--- src/rtl/sim_commit_tx.sv ---
// Commit-side half of the co-simulation PC/instruction checker: buffers retired
// instructions, asks the reference simulator to step each PC and compares results.
module sim_commit_tx #(
   parameter int XLEN  = 64,
   parameter int ILEN  = 32,
   parameter int DEPTH = 8
) (
   input  logic            clk,
   input  logic            rst_n,
   input  logic            commit_valid,
   input  logic [XLEN-1:0] commit_pc,
   input  logic [ILEN-1:0] commit_insn,
   output logic            commit_ready,
   output logic            req_valid,
   output logic [XLEN-1:0] req_pc,
   input  logic            req_ready,
   input  logic            rsp_valid,
   input  logic [XLEN-1:0] rsp_pc,
   input  logic [ILEN-1:0] rsp_insn,
   output logic            mismatch,
   output logic [XLEN-1:0] mm_pc,
   output logic [ILEN-1:0] mm_insn_dut,
   output logic [ILEN-1:0] mm_insn_ref,
   output logic            proto_err,
   output logic [31:0]     checked_cnt
);

   localparam int AW = $clog2(DEPTH);

   typedef enum logic [1:0] {IDLE, REQ, WAIT_RSP, HALT} state_t;

   state_t          state_q, state_d;
   logic [AW:0]     wr_ptr_q, wr_ptr_d;
   logic [AW:0]     rd_ptr_q, rd_ptr_d;
   logic            commit_ready_q, commit_ready_d;
   logic            mismatch_q, mismatch_d;
   logic [XLEN-1:0] mm_pc_q, mm_pc_d;
   logic [ILEN-1:0] mm_insn_dut_q, mm_insn_dut_d;
   logic [ILEN-1:0] mm_insn_ref_q, mm_insn_ref_d;
   logic            proto_err_q, proto_err_d;
   logic [31:0]     checked_cnt_q, checked_cnt_d;

   logic [XLEN-1:0] pc_mem_q   [DEPTH];
   logic [ILEN-1:0] insn_mem_q [DEPTH];

   logic            push, pop, empty, full_d, rec_match;
   logic [XLEN-1:0] head_pc;
   logic [ILEN-1:0] head_insn;

   assign empty     = (wr_ptr_q == rd_ptr_q);
   assign head_pc   = pc_mem_q[rd_ptr_q[AW-1:0]];
   assign head_insn = insn_mem_q[rd_ptr_q[AW-1:0]];
   assign rec_match = (rsp_pc == head_pc) && (rsp_insn == head_insn);
   assign push      = commit_valid && commit_ready_q;

   // Storage carries no reset; validity is tracked entirely by the pointers.
   always_ff @(posedge clk) begin
      if (push) begin
         pc_mem_q[wr_ptr_q[AW-1:0]]   <= commit_pc;
         insn_mem_q[wr_ptr_q[AW-1:0]] <= commit_insn;
      end
   end

   always_comb begin
      state_d       = state_q;
      pop           = 1'b0;
      mismatch_d    = mismatch_q;
      mm_pc_d       = mm_pc_q;
      mm_insn_dut_d = mm_insn_dut_q;
      mm_insn_ref_d = mm_insn_ref_q;
      proto_err_d   = proto_err_q;
      checked_cnt_d = checked_cnt_q;

      case (state_q)
         IDLE: begin
            if (rsp_valid) proto_err_d = 1'b1;
            if (!empty)    state_d     = REQ;
         end
         REQ: begin
            if (rsp_valid) proto_err_d = 1'b1;
            if (req_ready) state_d     = WAIT_RSP;
         end
         WAIT_RSP: begin
            if (rsp_valid) begin
               if (rec_match) begin
                  pop     = 1'b1;
                  state_d = IDLE;
                  if (checked_cnt_q != 32'hFFFF_FFFF) checked_cnt_d = checked_cnt_q + 32'd1;
               end else begin
                  mismatch_d    = 1'b1;
                  mm_pc_d       = head_pc;
                  mm_insn_dut_d = head_insn;
                  mm_insn_ref_d = rsp_insn;
                  state_d       = HALT;
               end
            end
         end
         default: state_d = HALT;
      endcase

      wr_ptr_d = push ? wr_ptr_q + 1'b1 : wr_ptr_q;
      rd_ptr_d = pop  ? rd_ptr_q + 1'b1 : rd_ptr_q;
      // Ready is registered from the next occupancy, so a pop frees a slot one cycle later.
      full_d   = (wr_ptr_d[AW] != rd_ptr_d[AW]) && (wr_ptr_d[AW-1:0] == rd_ptr_d[AW-1:0]);
      commit_ready_d = !full_d && (state_d != HALT);
   end

   always_ff @(posedge clk or negedge rst_n) begin
      if (!rst_n) begin
         state_q        <= IDLE;
         wr_ptr_q       <= '0;
         rd_ptr_q       <= '0;
         commit_ready_q <= 1'b0;
         mismatch_q     <= 1'b0;
         mm_pc_q        <= '0;
         mm_insn_dut_q  <= '0;
         mm_insn_ref_q  <= '0;
         proto_err_q    <= 1'b0;
         checked_cnt_q  <= '0;
      end else begin
         state_q        <= state_d;
         wr_ptr_q       <= wr_ptr_d;
         rd_ptr_q       <= rd_ptr_d;
         commit_ready_q <= commit_ready_d;
         mismatch_q     <= mismatch_d;
         mm_pc_q        <= mm_pc_d;
         mm_insn_dut_q  <= mm_insn_dut_d;
         mm_insn_ref_q  <= mm_insn_ref_d;
         proto_err_q    <= proto_err_d;
         checked_cnt_q  <= checked_cnt_d;
      end
   end

   assign commit_ready = commit_ready_q;
   assign req_valid    = (state_q == REQ);
   assign req_pc       = (state_q == REQ) ? head_pc : '0;
   assign mismatch     = mismatch_q;
   assign mm_pc        = mm_pc_q;
   assign mm_insn_dut  = mm_insn_dut_q;
   assign mm_insn_ref  = mm_insn_ref_q;
   assign proto_err    = proto_err_q;
   assign checked_cnt  = checked_cnt_q;

endmodule

--- config.mk ---
export PLATFORM = sky130hd
export DESIGN_NAME = sim_commit_tx
export DESIGN_NICKNAME = d
export VERILOG_FILES = /design/src/rtl/sim_commit_tx.sv
export SDC_FILE = /design/constraint.sdc
export NUM_CORES = 1
export LEC_CHECK = 0
export ABC_AREA = 1
export BUFFER_PORTS_ARGS = -buffer_cell sky130_fd_sc_hd__buf_2
export CORE_MARGIN = 4
export CORE_UTILIZATION = 50
export DETAILED_ROUTE_END_ITERATION = 7
export MAX_ROUTING_LAYER = met4
export PLACE_DENSITY_LB_ADDON = 0.05
export SYNTH_ARGS = -nofsm -noshare
export SYNTH_HDL_FRONTEND = slang
export SYNTH_SLANG_ARGS = --single-unit
--- constraint.sdc ---
create_clock -name clk -period 5.97 [get_ports clk]
set_input_delay 1.194 -clock clk [delete_from_list [all_inputs] [get_ports clk]]
set_output_delay 1.194 -clock clk [all_outputs]
set_load 0.005 [all_outputs]
==> summary.txt <==
outcome -> finished, final reports clean
cell-by-cell listing of the critical path -> inv_8 > buf_12 > o21ai_0 > nand3_1 > nand2_1 > nand2_1 > nand3_1 > nor2_1 > nand2_1 > nor2_1 > nand3_1 > nor2_4 > nand2_2 > nand4_4 > buf_4 > nand2_1 > o21ai_0
power density of the placed cells -> 322.3 nW/um2
final cycle utilization of the critical path -> 0.8114
fraction of final layout cells with drive strength greater than 1 -> 0.1367
Cells after Synth -> 4206
clock sinks -> 941
number of clock buffers inserted by TritonCTS -> 101
die boundary width -> 295.0 um
final number of hold-violating endpoints -> 0
warning count from the yosys run -> 0
critical path class -> reg -> reg
proportion of netlist area held by the largest area contributor -> 0.5601
vias in the first global route -> 28260
via count -> 30140
top cells by area in the synthesized netlist -> sky130_fd_sc_hd__edfxtp_1, sky130_fd_sc_hd__nand2_1, sky130_fd_sc_hd__dfrtp_1
dominant cell type by area after synthesis -> sky130_fd_sc_hd__edfxtp_1
die height -> 295.0 um
beginning of the worst register-to-register path -> rd_ptr_q[0]
Total Wirelength -> 123800 um
end of the worst register-to-register path -> mm_insn_dut[27]
setup repair after global routing missed its margin -> false
critical-path cell with the highest stage delay -> sky130_fd_sc_hd__dfrtp_4
# fillers -> 7067
via-per-instance ratio -> 5.233
transition at the pin with the smallest max-transition slack -> 1.190 ns
Starting Density -> 0.5079
Clk Latency, worst-skew pair -> 0.66 ns
antenna violations before repair -> 18
setup skew after layout -> 0.02365 ns
worst hold slack -> 0.4526 ns
residual antenna-violating net count after detailed routing -> 0
largest incremental delay on the critical path -> 0.70 ns
Nets -> 4792
maximum buffer depth of the clock tree -> 3
number of levels the H-tree was split into -> 3
Final Wtd Congestion -> 0.9026
cell repeated most along the worst path -> sky130_fd_sc_hd__nand2_1
number of different library cells in the post-synthesis netlist -> 32
clock tree from TritonCTS -> built
cell family with most CP delay -> simple AND/OR/NAND/NOR gates
worst slew margin relative to its limit -> 0.2050
stages on the worst setup path -> 17
startpoint kind of the worst setup timing path -> register
clk slew on worst S/H paths -> 0.06 ns
clock period minus final worst setup slack -> 4.844 ns
max-slew violation count -> 0
crit path max fanout -> 77
critical path arrival -> 5.37 ns
Fmax -> 206.4 MHz
hold path startpoint -> proto_err
global routing usage summed across all routing layers -> 0.2913
global-route wire length before repair -> 183200 um
path type of the worst min-delay path -> reg -> reg
synthesis-stage register bit count -> 941
average instance area after synthesis -> 9.790 um2
routed length per placed instance -> 21.50 um
input/output buffers -> 424
number of remaining DRC errors -> 0
pin count of the biggest net entering global routing -> 127
Post-Synthesis Cell Area -> 41180 um2
required time of the worst setup path -> 6.50 ns
buffering stage count on the worst path with inverters included -> 3
P_leak -> 20.67 nW
number of ports placed on the die boundary -> 425
MaxCap Viol Count -> 0
Crit. End Element -> register
crit path to -> mm_insn_dut[27]
number of optimization iterations in the first detailed-route pass -> 6
placement-stage worst setup slack -> 1.250 ns
floorplan die area -> 87010 um2
maximum resistive drop on vdd -> 0.2285 mV
worst r2r path cells -> 17
area delta synth->final -> 15.72%
DRC marker count from the first detailed-route iteration -> 2556
Core Area -> 81070 um2
half-perimeter wire length after placement -> 78090 um
post-CTS setup buffer count -> 0
cell row count -> 104
Resized Gates After CTS -> 0
number of nets in the synthesized netlist -> 4406
hold buffers post-CTS -> 0
clock root buffer master -> sky130_fd_sc_hd__clkbuf_16
total global routing overflow -> 0
sequential element share of the synthesized area -> 0.6652
setup-violating endpoint count in the final report -> 0
setup slack on the worst flop-to-flop path -> 1.13 ns
fin worst setup slack -> 1.126 ns
Worst setup startpoint -> rd_ptr_q[0]
## per-layer routing
layer / track usage / share of wire / vias up
li1: - / - / 14510
met1: 0.4010 / 0.43 / 14370
met2: 0.4544 / 0.47 / 1071
met3: 0.04740 / 0.073 / 189
met4: 0.08172 / 0.026 / 0
met5: - / 0 / -
## where the power goes
part,internal (W),total (W),switching (W),leakage [nW]
Sequential,0.00761,0.00789,0.000282,9.03
Combinational,0.000586,0.00147,0.000887,10.1
Clock,0.00345,0.00599,0.00255,1.55
## through the flow
stage	power [W]	cell area, um2	cells	utilization	TNS [ns]
3_3_place_gp	0.009485	44430	5549	0.5480	0
6_report	0.01536	47650	5759	0.5878	0
3_5_place_dp	0.009517	44430	5549	0.5480	0
2_1_floorplan	0.008593	41180	4206	-	-30.08
5_1_grt	0.01598	47640	5755	0.5876	0
4_1_cts	0.01549	47600	5741	0.5872	0
## cell type report
class,count,area [um2],area share
clock inverters,47,327.8,0.006880
clock buffers,145,2848,0.05977
well taps,1060,1326,0.02783
diodes,18,45.04,0.0009453
inverters,416,1578,0.03311
flip-flops and latches,941,27400,0.5751
repair buffers,473,2811,0.05900
multi-input cells,2659,11310,0.2374
## registers in the layout, summed over array words and instances, names as in the netlist, 2 cells and up
| name | cells |
|---|---|
| rd_ptr_q | 4 |
| mm_pc | 64 |
| mm_insn_dut | 32 |
| mm_insn_ref | 32 |
| state_q | 2 |
| insn_mem_q | 256 |
| checked_cnt | 32 |
| pc_mem_q | 512 |
| wr_ptr_q | 4 |
## worst min-delay path by stage
| stage | end | slack, ns | cells past startpoint |
|---|---|---|---|
| after global routing | mm_pc[12] | 0.49 | 2 |
| after floorplan | proto_err | 0.45 | 1 |
| after detailed placement | proto_err | 0.45 | 1 |
| final | proto_err | 0.45 | 1 |
| after global placement | mismatch | 0.45 | 2 |
| after CTS | proto_err | 0.46 | 1 |
## cells in the final DEF, fill, tap and decap left out, types with 24 or more instances in the layout
master / synthesis / layout
sky130_fd_sc_hd__clkbuf_1: 33 / 33
sky130_fd_sc_hd__dfrtp_1: 173 / 170
sky130_fd_sc_hd__o21ai_0: 229 / 229
sky130_fd_sc_hd__clkbuf_16: 0 / 105
sky130_fd_sc_hd__buf_2: 117 / 423
sky130_fd_sc_hd__o21ai_1: 41 / 41
sky130_fd_sc_hd__inv_1: 411 / 410
sky130_fd_sc_hd__edfxtp_1: 768 / 768
sky130_fd_sc_hd__xor2_1: 30 / 30
sky130_fd_sc_hd__nor2_1: 564 / 556
sky130_fd_sc_hd__buf_12: 0 / 25
sky130_fd_sc_hd__nand3_1: 406 / 406
sky130_fd_sc_hd__buf_4: 8 / 24
sky130_fd_sc_hd__nand2_1: 1311 / 1311
## cells in the mapped netlist, drive strengths merged
cell    number
a211oi       1
a21o         1
a21oi        2
a41oi        1
buf        157
clkbuf      33
dfrtp      173
edfxtp     768
ha           3
inv        416
nand2     1313
nand3      406
nand3b      22
nand4       10
nor2       565
nor3        17
nor4         8
o211ai       1
o21ai      270
o22ai        2
xnor2        7
xor2        30
## cells by family after synthesis
logic type,synth area share
AND/OR/NAND/NOR,0.2301
flip-flops,0.6652
buffers and inverters,0.06180
AO/OA/AOI/OAI,0.03412
XOR/XNOR,0.007870
adder cells (fa/ha/maj),0.0009117
No activity file was read; power rests on OpenSTA's default activity.
